**config.mk**
```make
export PLATFORM = sky130hd
export DESIGN_NAME = store_merge_unit
export DESIGN_NICKNAME = d
export VERILOG_FILES = /design/src/rtl/store_merge_unit_pkg.sv /design/src/rtl/store_merge_unit_lane_merge.sv /design/src/rtl/store_merge_unit.sv
export SDC_FILE = /design/constraint.sdc
export NUM_CORES = 1
export LEC_CHECK = 0
export CAP_MARGIN = 20
export CORE_MARGIN = 4
export CORE_UTILIZATION = 30
export DETAILED_ROUTE_END_ITERATION = 6
export PLACE_DENSITY = 0.53
export SYNTH_ARGS = -nofsm -noshare
export SYNTH_HDL_FRONTEND = slang
export SYNTH_HIERARCHICAL = 1
export SYNTH_SLANG_ARGS = --single-unit
export TNS_END_PERCENT = 100
```
**constraint.sdc**
```tcl
create_clock -name clk -period 3.7 [get_ports clk]
set_input_delay 0.74 -clock clk [delete_from_list [all_inputs] [get_ports clk]]
set_output_delay 0.74 -clock clk [all_outputs]
set_load 0.02 [all_outputs]
```
**src/rtl/store_merge_unit_pkg.sv**
```systemverilog
// Shared store decode constants, FSM state encoding and alignment helper
// for the store merge unit.
package store_merge_unit_pkg;

  localparam logic [6:0] OPC_STORE = 7'b0100011;
  localparam logic [2:0] F3_SB     = 3'b000;
  localparam logic [2:0] F3_SH     = 3'b001;
  localparam logic [2:0] F3_SW     = 3'b010;
  localparam logic [2:0] F3_SD     = 3'b011;

  typedef enum logic [2:0] {
    S_IDLE,
    S_READ,
    S_MERGE,
    S_WRITE,
    S_DONE
  } state_t;

  // Natural alignment check on the byte offset within the doubleword.
  function automatic logic is_misaligned(input logic [2:0] funct3, input logic [2:0] off);
    case (funct3)
      F3_SH:   return off[0];
      F3_SW:   return |off[1:0];
      F3_SD:   return |off;
      default: return 1'b0;
    endcase
  endfunction

endpackage

```
**src/rtl/store_merge_unit_lane_merge.sv**
```systemverilog
// Combinational byte-lane merge: overlays the store bytes onto the old
// doubleword at the given byte offset (little-endian).
module store_lane_merge
  import store_merge_unit_pkg::*;
(
  input  logic [63:0] old_dword,
  input  logic [63:0] rs2_data,
  input  logic [2:0]  funct3,
  input  logic [2:0]  offset,
  output logic [63:0] merged
);

  logic [63:0] size_mask;
  logic [63:0] lane_mask;
  logic [5:0]  shamt;

  always_comb begin
    size_mask = '1;
    case (funct3)
      F3_SB:   size_mask = 64'h0000_0000_0000_00FF;
      F3_SH:   size_mask = 64'h0000_0000_0000_FFFF;
      F3_SW:   size_mask = 64'h0000_0000_FFFF_FFFF;
      default: size_mask = '1;
    endcase
  end

  assign shamt     = {offset, 3'b000};
  assign lane_mask = size_mask << shamt;
  assign merged    = (old_dword & ~lane_mask) | ((rs2_data << shamt) & lane_mask);

endmodule

```
**src/rtl/store_merge_unit.sv**
```systemverilog
// Store unit that turns sb/sh/sw into a doubleword read-merge-write and
// issues sd directly; illegal or misaligned stores complete with err.
module store_merge_unit
  import store_merge_unit_pkg::*;
(
  input  logic        clk,
  input  logic        rst_n,
  input  logic        start,
  input  logic [31:0] inst,
  input  logic [63:0] addr,
  input  logic [63:0] rs2_data,
  input  logic [63:0] mem_rdata,
  output logic [63:0] mem_addr,
  output logic        mem_re,
  output logic        mem_we,
  output logic [63:0] mem_wdata,
  output logic        busy,
  output logic        done,
  output logic        err
);

  state_t      state_q, state_d;
  logic [2:0]  funct3_q;
  logic [63:0] addr_q;
  logic [63:0] rs2_q;
  logic [63:0] wdata_q;
  logic        err_q;

  logic        accept;
  logic        legal;
  logic        bad;
  logic        is_sd;
  logic [63:0] merged;
  logic        unused_inst_bits;

  assign unused_inst_bits = ^{inst[31:15], inst[11:7]};

  assign accept = start && (state_q == S_IDLE);
  assign legal  = (inst[6:0] == OPC_STORE) && !inst[14];
  assign bad    = !legal || is_misaligned(inst[14:12], addr[2:0]);
  assign is_sd  = (inst[14:12] == F3_SD);

  always_comb begin
    state_d = state_q;
    case (state_q)
      S_IDLE: begin
        if (start) begin
          if (bad)        state_d = S_DONE;
          else if (is_sd) state_d = S_WRITE;
          else            state_d = S_READ;
        end
      end
      S_READ:  state_d = S_MERGE;
      S_MERGE: state_d = S_WRITE;
      S_WRITE: state_d = S_DONE;
      S_DONE:  state_d = S_IDLE;
      default: state_d = S_IDLE;
    endcase
  end

  always_ff @(posedge clk or negedge rst_n) begin
    if (!rst_n) state_q <= S_IDLE;
    else        state_q <= state_d;
  end

  store_lane_merge u_lane_merge (
    .old_dword (mem_rdata),
    .rs2_data  (rs2_q),
    .funct3    (funct3_q),
    .offset    (addr_q[2:0]),
    .merged    (merged)
  );

  // Read data is only valid during MERGE, so it is captured there and the
  // write data always comes from wdata_q.
  always_ff @(posedge clk or negedge rst_n) begin
    if (!rst_n) begin
      funct3_q <= '0;
      addr_q   <= '0;
      rs2_q    <= '0;
      wdata_q  <= '0;
      err_q    <= 1'b0;
    end else if (accept) begin
      funct3_q <= inst[14:12];
      addr_q   <= addr;
      rs2_q    <= rs2_data;
      err_q    <= bad;
      if (!bad && is_sd) wdata_q <= rs2_data;
    end else if (state_q == S_MERGE) begin
      wdata_q <= merged;
    end
  end

  assign mem_addr  = {addr_q[63:3], 3'b000};
  assign mem_wdata = wdata_q;
  assign mem_re    = (state_q == S_READ);
  assign mem_we    = (state_q == S_WRITE);
  assign busy      = (state_q != S_IDLE);
  assign done      = (state_q == S_DONE);
  assign err       = done && err_q;

endmodule
```
# == Word level (Yosys, flattened, before mapping) ==
# Cells that the tools add are included.
# classes
bitwise,4
n_eq_ne,12
shifts,2
muxes,9
reduce_logical,15
# op_table
op,n
64-bit two-way mux,3
64-bit one-hot mux with 3 select lines,1
64-bit bitwise AND,2
64-bit by 6-bit << shifter with 64-bit output,2
64-bit NOT,1
64-bit bitwise OR,1
"3-bit by 2-bit == test with 1-bit output, second input constant",5
3-bit one-hot mux with 4 select lines,1
"3-bit by 1-bit == test with 1-bit output, second input constant",3
"7-bit by 6-bit == test with 1-bit output, second input constant",1
3-bit logical NOT,2
3-bit two-way mux,2
1-bit logical AND,4
"3-bit == test, second input constant",1
1-bit logical NOT,3
1-bit one-hot mux with 3 select lines,1
3-bit nonzero test,1
3-bit OR reduction,1
2-bit two-way mux,1
"2-bit by 1-bit inequality test with 1-bit output, second input constant",1
"2-bit inequality test, second input constant",1
2-bit AND reduction,1
2-bit nonzero test,1
2-bit OR reduction,1
1-bit logical OR,1
# totals
register_bits,199
out_inout_bits,133
elab_cells,48
inputBits,227

# == Logic depth before layout (Yosys ltp) ==
# Gate-level depths: netlist of run 1.
# depth
word_depth,8
ltp_mapped,10
ltp_nobuf,6

# == By module ==
# The synthesis of run 1 kept the hierarchy.
# by_module_without_submodules
mod,area_each_um2,seq_area_each_um2,cells_per_inst,n_inst
store_merge_unit,8506.9,4979.8,585,1
store_lane_merge,2668.8,0.0,350,1

# == Least setup slack after synthesis of run 1 ==
# Ideal clock, no wire load.
# synth_path
path_kind,input to register
start,input port inst[3]
end,"register wdata_q[18], in the netlist mem_wdata[18]"
path_stages,5
t_arrival_ns,2.168
path_buffers,1
required_ns,3.577
setup_slack_ns,1.410
setup_ns,0.123
cell_sequence,or4b_4 nor3_4 nand4_4 buf_6 o221a_2
# synth_between
elab_chain_cells,8
# synth_lines
element,line,rtl
from (decl),store_merge_unit.sv:9,"input logic [31:0] inst,"
7-bit by 6-bit == test with 1-bit output,store_merge_unit.sv:39,assign legal = (inst[6:0] == OPC_STORE) && !inst[14];
1-bit logical AND,store_merge_unit.sv:39,
1-bit logical NOT,store_merge_unit.sv:40,"assign bad = !legal || is_misaligned(inst[14:12], addr[2:0]);"
1-bit logical OR,store_merge_unit.sv:40,
1-bit logical NOT,store_merge_unit.sv:88,if (!bad && is_sd) wdata_q <= rs2_data;
1-bit logical AND,store_merge_unit.sv:88,
2-bit by 1-bit inequality test with 1-bit output (no line),--,
2-bit AND reduction (no line),--,
to (signal assigned),store_merge_unit.sv:88,
to (signal assigned),store_merge_unit.sv:90,wdata_q <= merged;
to (decl),store_merge_unit.sv:26,logic [63:0] wdata_q;
# Every way passes these cells.
# A chain may end at the register's enable or synchronous reset.

# == Worst setup path after layout of run 1 ==
# layout_path
start,register addr_q[0]
end,"register wdata_q[63], in the netlist mem_wdata[63]"
# layout_between
elab_chain_cells,6
elab_cells_between_ends,8
classes_between,shift (2); mux (2); bitwise (4)
# layout_lines
element,line,rtl
from (decl),store_merge_unit.sv:24,logic [63:0] addr_q;
from (signal assigned),store_merge_unit.sv:85,addr_q <= addr;
64-bit by 6-bit << shifter with 64-bit output,store_merge_unit_lane_merge.sv:28,assign lane_mask = size_mask << shamt;
64-bit NOT,store_merge_unit_lane_merge.sv:29,assign merged = (old_dword & ~lane_mask) | ((rs2_data << shamt) & lane_mask);
64-bit bitwise AND,store_merge_unit_lane_merge.sv:29,
64-bit bitwise OR (*),store_merge_unit_lane_merge.sv:29,
named net merged[63],store_merge_unit.sv:33,logic [63:0] merged;
64-bit two-way mux (*),store_merge_unit.sv:89,end else if (state_q == S_MERGE) begin
64-bit two-way mux (*),store_merge_unit.sv:83,end else if (accept) begin
# Mark *: on every way through the listed nets, which the timed path passes. The rest lies on a longest branch. The select of a mux whose other input is x is not followed.

==> impl_metrics.csv, run 1 <==
group,metric,value,unit
detailed_routing,post_drt_wl_per_cell,24.0,um
timing,post-route-period-util,0.747,
power,power.density,993,nW/um2
placed_design,io_buffers,334,
detailed_routing,vias,8470,
clock_tree,cts_root_buffer,"clkbuf_16",
hold_path,worstHoldPathType,"in -> async",
timing,drv_slew,0,
placed_design,place_hpwl,30600,um
placed_design,dp_cells,1633,
timing,setup_violations,0,
detailed_routing,drt_iter0_drc,675,
synth,synth.distinct_cells,53,
clock_tree,holdBufCountCts,0,
detailed_routing,drc,0,
clock_tree,cts.sinks,199,
flow_run,max-cap-violations,0,
final_layout,final_nets,1411,
outcome,outcome,"complete, no violations",
setup_path,cp-start-kind,"register",
floorplan,core,36700,um2
timing,rsz0062_at_grt,"false",
timing,skew,0.0105,ns
timing,slew_headroom,0.381,
clock_tree,cts_tree,"done",
detailed_routing,wl,39800,um
grt,grt_pass1_wl,58800,um
setup_path,worst-path-max-fanout,31,
floorplan,io_pins,360,
synth,synth_warnings,6,
final_layout,fin_util,0.407,
synth,yosys_register_bits,199,
detailed_routing,ant_nets,0,
clock_tree,cts_resized,0,
clock_tree,postCtsSetupRepairBufs,0,
detailed_routing,vias_per_cell,5.10,
final_layout,area_growth,33.7,%
floorplan,dieHeight,201,um
clock_tree,path_clk_slew,0.07,ns
final_layout,diodes,0,
grt,antenna_found_initial,4,
clock_tree,clk_latency,0.45,ns
grt,grt_usage,0.193,
floorplan,die_w,201,um
floorplan,fp.dieArea,40400,um2
clock_tree,numCtsBuffers,17,
timing,tns,0,ns
floorplan,placementRows,70,
setup_path,required,4.10,ns
power,cellLeakagePower,0.00590,uW
placed_design,gp_congestion,0.913,
setup_path,endpoint_kind,"register",
final_layout,drive_gt1_frac,0.276,
grt,grt_overflow,0,
synth,ys_async_sr_fraction,1.00,
setup_path,cp_data_arrival_time,3.16,ns
floorplan,start_util,0.305,
timing,worstMarginPinSlew,0.924,ns
synth,syn_avg_cell_area,12.0,um2
synth,syn_inst,935,
clock_tree,cts.path.max_buffers,2,
setup_path,worstSetupPathType,"reg -> reg",
synth,ys.flop_type,"dfrtp_1",
timing,final_hold_viol_count,0,
power,ir_drop,0.000462,V
timing,fin_crit,2.76,ns
synth,ys_seq_area_frac,0.446,
clock_tree,cts_max_level,4,
timing,clock.fmax,362,MHz
detailed_routing,dr.pass1.iters,5,
final_layout,final_cells,1662,
grt,grt_pass1_vias,8745,
grt,grt_max_degree,64,
synth,synth_edf_count,0,
synth,synth_area,11200,um2
==> worst paths after layout <==
check / slack, ns / end / cells after the start / startpoint
setup / recovery: 0.94 / mem_wdata[63] / 7 / addr_q[0]
hold / removal: 0.25 / addr_q[61] / 1 / rst_n
setup reg to reg: 0.94 / mem_wdata[63] / 7 / addr_q[0]
hold reg to reg: 0.51 / addr_q[21] / 1 / addr_q[21]
max in group asynchronous: 2.62 / mem_wdata[26] / 2 / rst_n
min in group clk: 0.51 / addr_q[21] / 1 / addr_q[21]
==> cells by family after synthesis <==
kind of cell    share of synthesized area
flops                               0.446
compound gates                      0.138
simple gates                       0.0863
other cells                      0.000336
mux                                 0.246
buf+inv                            0.0840
==> Yosys cell counts (2+ instances only) <==
library cell  count  share of area
buf_2            15         0.0067
a21o_1            2         0.0013
o21ai_0          22         0.0099
o221a_1           5         0.0050
o221ai_1          8         0.0063
nor2b_1           3         0.0017
dfrtp_1         199           0.45
inv_1             5         0.0017
a22oi_1           7         0.0047
a21oi_1          13         0.0058
a311oi_1          9         0.0071
buf_1             5         0.0017
nor2_1           32          0.011
nand2b_1         66          0.037
nand2_1          49          0.016
a31oi_1          16         0.0090
clkbuf_1         16         0.0054
buf_6            18          0.018
buf_4            75          0.050
a22o_1           16          0.013
nor2_2            3         0.0017
and2_1            4         0.0022
o221a_2          59          0.059
mux2i_1          56          0.050
a311oi_4          2         0.0047
or2_2            10         0.0056
mux2_2          194           0.20
==> cell usage in the layout (no fill, tap or decap), drive strengths merged, types with 2 or more instances in the layout <==
master,synthesis,final
clkbuf,16,26
buf,113,23
a21oi,13,13
nor3b,2,2
dfrtp,199,199
nor2,35,35
o22ai,2,2
bufinv,0,2
mux2,194,194
a21o,2,2
and2,4,4
or2,10,10
o221a,64,64
nor2b,3,3
nand2b,66,66
a22oi,7,7
inv,5,5
a311oi,11,11
o221ai,8,8
a31oi,17,17
mux2i,56,56
conb,1,3
a22o,16,16
clkdlybuf4s50,0,333
nand2,50,50
nor3,2,2
o21ai,22,22
==> layer usage <==
metal | GRT usage | wire length, um | vias up
li1 | - | - | 3888
met1 | 0.255 | 17400 | 4213
met2 | 0.318 | 19200 | 317
met3 | 0.0438 | 2300 | 46
met4 | 0.0551 | 847 | 6
met5 | 0 | 33 | -
==> registers in the layout, indices dropped and copies added, names as in the netlist <==
| register | cells |
|---|---|
| funct3_q | 3 |
| state_q | 3 |
| addr_q | 64 |
| err_q | 1 |
| rs2_q | 64 |
| mem_wdata | 64 |
==> where the power goes <==
part,total [uW],switching (uW),internal (uW)
Combinational,8500,4170,4330
Clock,1870,845,1020
Sequential,4470,1170,3300
Total,14800,6180,8650
==> area by class of cell <==
type                       instances  area, um2
fill                            3583      21800
timing repair buffer             357       3530
multi-input combinational        604       5270
inverter                           5       18.8
sequential                       199       4980
tap                              468        586
clock inverter                     4       72.6
clock buffer                      25        475
==> worst max-delay path, stage by stage (launching register included) <==
cell      delay [ns]
dfrtp_4         0.69
buf_4           0.45
nand2b_1        0.40
nor2_1          0.07
a311oi_1        0.53
mux2_2          0.28
nand2b_1        0.10
o221a_2         0.17
==> through the flow <==
stage,power [uW],hold WS [ns],setup slack [ns],area (um2)
finish,14800,0.254,0.936,14900
global route,15600,0.280,0.869,14900
floorplan,10000,0.444,1.41,11200
global placement,12900,0.489,0.642,14400
detailed placement,12900,0.494,0.618,14400
CTS,14900,0.261,0.986,14900
(Power assumes the default switching activity.)
==> run 2: changes to the inputs <==
- PLACE_DENSITY: 0.53 -> 0.55
- clock period: 3.7 -> 2.3 ns (I/O delays scaled with it)
==> run 2 against run 1 <==
  * Global-route usage grew 0.11 points
  * Register-to-register slack lost 0.89 ns
  * Sequential share of layout area shrank 1.4 points
  * Critical path type unchanged
  * Largest power group unchanged
==> impl_metrics.csv, run 2 (synthesized netlist as in run 1, its figures left out) <==
group,metric,value,unit
outcome,outcome,"complete, no violations",
timing,slew_headroom,0.561,
timing,skew,0.0142,ns
power,cellLeakagePower,0.00627,uW
setup_path,cp-start-kind,"register",
placed_design,dp_cells,1685,
floorplan,core,36700,um2
final_layout,layout_common_cells,"clkdlybuf4s50_1 (328), dfrtp_1 (197), mux2_2 (194)",
clock_tree,cts_max_level,4,
grt,antenna_found_initial,1,
detailed_routing,wl,39900,um
timing,fin_crit,2.25,ns
clock_tree,postCtsSetupRepairBufs,0,
floorplan,die_w,201,um
clock_tree,path_clk_slew,0.07,ns
setup_path,path_cells,"buf_12 > mux2i_1 > a22o_1 > a31oi_1 > mux2_2 > nand2b_1 > o221a_2",
power,power.density,1600,nW/um2
timing,final_hold_viol_count,0,
flow_run,max-cap-violations,0,
detailed_routing,post_drt_wl_per_cell,23.2,um
placed_design,gp_congestion,0.990,
detailed_routing,drt_iter0_drc,645,
final_layout,regArea,4990,um2
placed_design,io_buffers,334,
final_layout,final_common_cell,"clkdlybuf4s50_1",
hold_path,min_from,"addr_q[23]",
setup_path,cp-startpoint,"addr_q[0]",
hold_path,worstHoldPathType,"reg -> reg",
final_layout,fin_util,0.425,
grt,grt_max_degree,55,
grt,grt_usage,0.194,
setup_path,max_stage_delay,0.55,ns
final_layout,multi_input_area,5290,um2
final_layout,fillers,3478,
placed_design,pre_cts_ws,-0.221,ns
timing,worstMarginPinSlew,0.656,ns
floorplan,placementRows,70,
timing,setup_violations,0,
setup_path,r2r-start,"addr_q[0]",
setup_path,critPathBufInv,1,
clock_tree,cts_tree,"done",
timing,rsz0062_at_grt,"true",
detailed_routing,drc,0,
grt,grt_pass1_vias,9123,
clock_tree,clk_latency,0.45,ns
timing,setup_ws,0.0491,ns
power,ir_drop,0.000636,V
setup_path,cp_data_arrival_time,2.59,ns
floorplan,start_util,0.305,
floorplan,dieHeight,201,um
final_layout,drive_gt1_frac,0.315,
detailed_routing,ant_nets,0,
floorplan,fp.dieArea,40400,um2
setup_path,worst-path-max-fanout,39,
clock_tree,cts_root_buffer,"clkbuf_16",
setup_path,critPathTopFamily,"multiplexers",
detailed_routing,vias,8618,
setup_path,required,2.64,ns
final_layout,final_nets,1464,
timing,clock.fmax,444,MHz
setup_path,slowest_stage,"dfrtp_4",
clock_tree,cts.path.max_buffers,2,
detailed_routing,vias_per_cell,5.01,
setup_path,worstSetupPathType,"reg -> reg",
timing,drv_slew,0,
placed_design,place_hpwl,32100,um
grt,grt_overflow,0,
clock_tree,cts.sinks,199,
timing,post-route-period-util,0.979,
floorplan,io_pins,360,
final_layout,final_cells,1719,
grt,grt_pass1_wl,59300,um
detailed_routing,dr.pass1.iters,5,
final_layout,area_growth,39.4,%
setup_path,endpoint_kind,"register",
clock_tree,numCtsBuffers,17,
run 2: final timing paths:
| check | slack, ns | cells past startpoint | end |
|---|---|---|---|
| max | 0.05 | 7 | mem_wdata[49] |
| min | 0.51 | 1 | addr_q[23] |
| max reg2reg | 0.05 | 7 | mem_wdata[49] |
| min reg2reg | 0.51 | 1 | addr_q[23] |
| max in group asynchronous | 0.94 | 4 | mem_wdata[13] |
| min in group asynchronous | 0.54 | 2 | addr_q[59] |
run 2: layout make-up:
class	count	share of cell area
diodes	1	0.000161
clock buffers	20	0.0287
clock inverters	12	0.00771
inverters	5	0.00120
multi-input cells	604	0.340
flip-flops and latches	199	0.320
well taps	468	0.0376
repair buffers	410	0.265
run 2: power by group:
part	internal, uW	switching [uW]	leakage (uW)	total, uW
sequential	5320	1700	0.00230	7020
clock	1540	1410	0.000265	2950
combinational	7810	7110	0.00371	14900
run 2: what timing repair did:
item                                    4_1_cts  5_1_grt
endpoints found under the setup margin       12       10
hold endpoints to repair                     47        0
hold buffers                                  1        0
gates resized for setup                       7        7
run 2: metrics by stage:
stage | hold WS (ns) | cell area [um2] | power (uW) | TNS (ns)
2_1_floorplan | 0.164 | 11200 | 16100 | 0
3_3_place_gp | 0.462 | 15000 | 21900 | -11.83
3_5_place_dp | 0.464 | 15000 | 21900 | -13.08
4_1_cts | 0.512 | 15600 | 25000 | 0
5_1_grt | 0.519 | 15600 | 26300 | -0.0181
6_report | 0.508 | 15600 | 24900 | 0
run 2: routing by layer:
metal  wire (um)  vias up  GRT usage
met1       17800     4327      0.259
met2       19300      262      0.316
li1            -     3991          -
met3        1950       38     0.0444
met4         748        0     0.0541
met5           0        -          0
run 2: worst reg2reg max path, cell delays in order, from the launching register on:
cell      delay [ns]
dfrtp_4         0.55
buf_12          0.27
mux2i_1         0.44
a22o_1          0.22
a31oi_1         0.07
mux2_2          0.32
nand2b_1        0.15
o221a_2         0.12
==> run 3: changes to the inputs <==
- GPL_TIMING_DRIVEN: default -> 0
- SLEW_MARGIN: default -> 10
==> run 3 against run 2 <==
  * Power grew 5.5%
  * Register-to-register slack improved by 0.02 ns
  * Clock skew shrank 0.0039 ns
  * Global-route usage is 1.4 points higher
==> impl_metrics.csv, run 3 (synthesized netlist as in run 1, its figures left out) <==
group,metric,value,unit
power,ir_drop,0.000853,V
setup_path,endpoint,"mem_wdata[48]",
timing,rsz0062_at_grt,"true",
clock_tree,clk_latency,0.45,ns
setup_path,ff2ff_path_depth,8,
placed_design,io_buffers,334,
power,cellLeakagePower,0.00648,uW
final_layout,area_growth,44.4,%
timing,worstMarginPinSlew,0.709,ns
setup_path,regToRegEndpoint,"mem_wdata[48]",
floorplan,fp.dieArea,40400,um2
grt,antenna_found_initial,2,
detailed_routing,drc,0,
floorplan,placementRows,70,
timing,drv_slew,0,
grt,grt_overflow,0,
clock_tree,cts_root_buffer,"clkbuf_16",
final_layout,drive_gt1_frac,0.350,
power,power.density,1630,nW/um2
final_layout,fin_util,0.440,
clock_tree,cts_tree,"done",
placed_design,pre_cts_ws,-0.569,ns
floorplan,start_util,0.305,
setup_path,r2r-start,"addr_q[1]",
setup_path,endpoint_kind,"register",
detailed_routing,wl,42900,um
clock_tree,cts.path.max_buffers,2,
clock_tree,cts_max_level,4,
setup_path,cp-startpoint,"addr_q[1]",
placed_design,gp_congestion,0.955,
timing,post-route-period-util,0.969,
placed_design,placed_area,15200,um2
grt,grt_pass1_wl,62900,um
detailed_routing,dr.pass1.iters,5,
detailed_routing,post_drt_wl_per_cell,24.1,um
final_layout,final_nets,1525,
floorplan,io_pins,360,
clock_tree,path_clk_slew,0.07,ns
detailed_routing,ant_nets,0,
flow_run,max-cap-violations,0,
power,design_power_total,26300,uW
detailed_routing,vias,8990,
timing,clock.fmax,449,MHz
clock_tree,cts.sinks,199,
setup_path,worstSetupPathType,"reg -> reg",
floorplan,core,36700,um2
timing,setup_violations,0,
timing,skew,0.0103,ns
grt,grt_max_degree,91,
setup_path,ff2ff_setup_slack,0.07,ns
timing,final_hold_viol_count,0,
timing,holdWs,0.503,ns
setup_path,worst-path-max-fanout,10,
grt,grt_usage,0.207,
setup_path,cp-start-kind,"register",
grt,grt_pass1_vias,9363,
timing,setup_ws,0.0712,ns
setup_path,required,2.64,ns
timing,fin_crit,2.23,ns
floorplan,die_w,201,um
placed_design,place_hpwl,34000,um
final_layout,layout_common_cells,"clkdlybuf4s50_1 (328), dfrtp_1 (197), mux2_2 (194)",
timing,slew_headroom,0.527,
final_layout,final_area,16100,um2
detailed_routing,vias_per_cell,5.06,
setup_path,cp_data_arrival_time,2.56,ns
hold_path,worstHoldPathType,"in -> async",
detailed_routing,drt_iter0_drc,559,
final_layout,final_common_cell,"clkdlybuf4s50_1",
outcome,outcome,"complete, no violations",
clock_tree,numCtsBuffers,17,
floorplan,dieHeight,201,um
run 3: changes by cell type in the layout (fill, tap and decap cells not counted), moves of 7 or more:
| cell | before | now |
|---|---|---|
| buf_2 | 0 | 11 |
| clkbuf_1 | 2 | 13 |
| buf_4 | 58 | 76 |
| buf_12 | 16 | 4 |
| buf_6 | 1 | 21 |
| mux2i_4 | 0 | 9 |
| mux2i_1 | 56 | 40 |
| mux2i_2 | 0 | 7 |
run 3: worst min path at each step:
stage / slack (ns) / endpoint / cells past startpoint / startpoint
3_5_place_dp: 0.40 / addr_q[3] / 1 / rst_n
4_1_cts: 0.51 / addr_q[3] / 2 / rst_n
6_report: 0.50 / addr_q[3] / 2 / rst_n
3_3_place_gp: 0.49 / addr_q[0] / 1 / addr_q[0]
5_1_grt: 0.53 / addr_q[23] / 1 / addr_q[23]
2_1_floorplan: 0.16 / addr_q[0] / 0 / rst_n
run 3: report_power, final:
part	switching, uW	leakage [uW]	internal, uW
sequential	1830	0.00230	5300
clock	1390	0.000288	1840
combinational	7560	0.00389	8330
run 3: cell type report:
class                      count  area, um2
buffer                       128        965
sequential                   199       4980
fill                        3467      20600
multi-input combinational    604       5480
clock inverter                11        173
inverter                       5       18.8
tap                          468        586
antenna                        1       2.50
timing repair buffer         343       3490
clock buffer                  19        443
run 3: critical path, cell delays in order (launching register included):
cell and delay [ns]:
dfrtp_1 0.38, buf_6 0.15, buf_6 0.19, mux2i_1 0.41
or2_2 0.23, a31oi_1 0.12, mux2_2 0.33, nand2b_1 0.16
o221a_2 0.13
run 3: routing by layer:
layer	wire length, um	track usage	vias up
met3	1880	0.0407	44
met5	13	0	-
li1	-	-	4110
met4	858	0.0573	2
met2	20900	0.344	260
met1	19300	0.278	4574
run 3: per-stage QoR:
| stage | instances | setup TNS [ns] |
|---|---|---|
| 5_1_grt | 1778 | 0 |
| 3_5_place_dp | 1741 | -46.70 |
| 3_3_place_gp | 1739 | -1654.08 |
| 2_1_floorplan | 937 | 0 |
| 6_report | 1778 | 0 |
| 4_1_cts | 1776 | -0.0466 |
run 3: timing repair:
action                                 4_1_cts  5_1_grt
gates resized for setup                     25       40
setup buffers                                4        2
pin swaps                                    1        1
hold buffers                                 1        0
endpoints found under the hold margin       48        0
setup endpoints to repair                   64       61
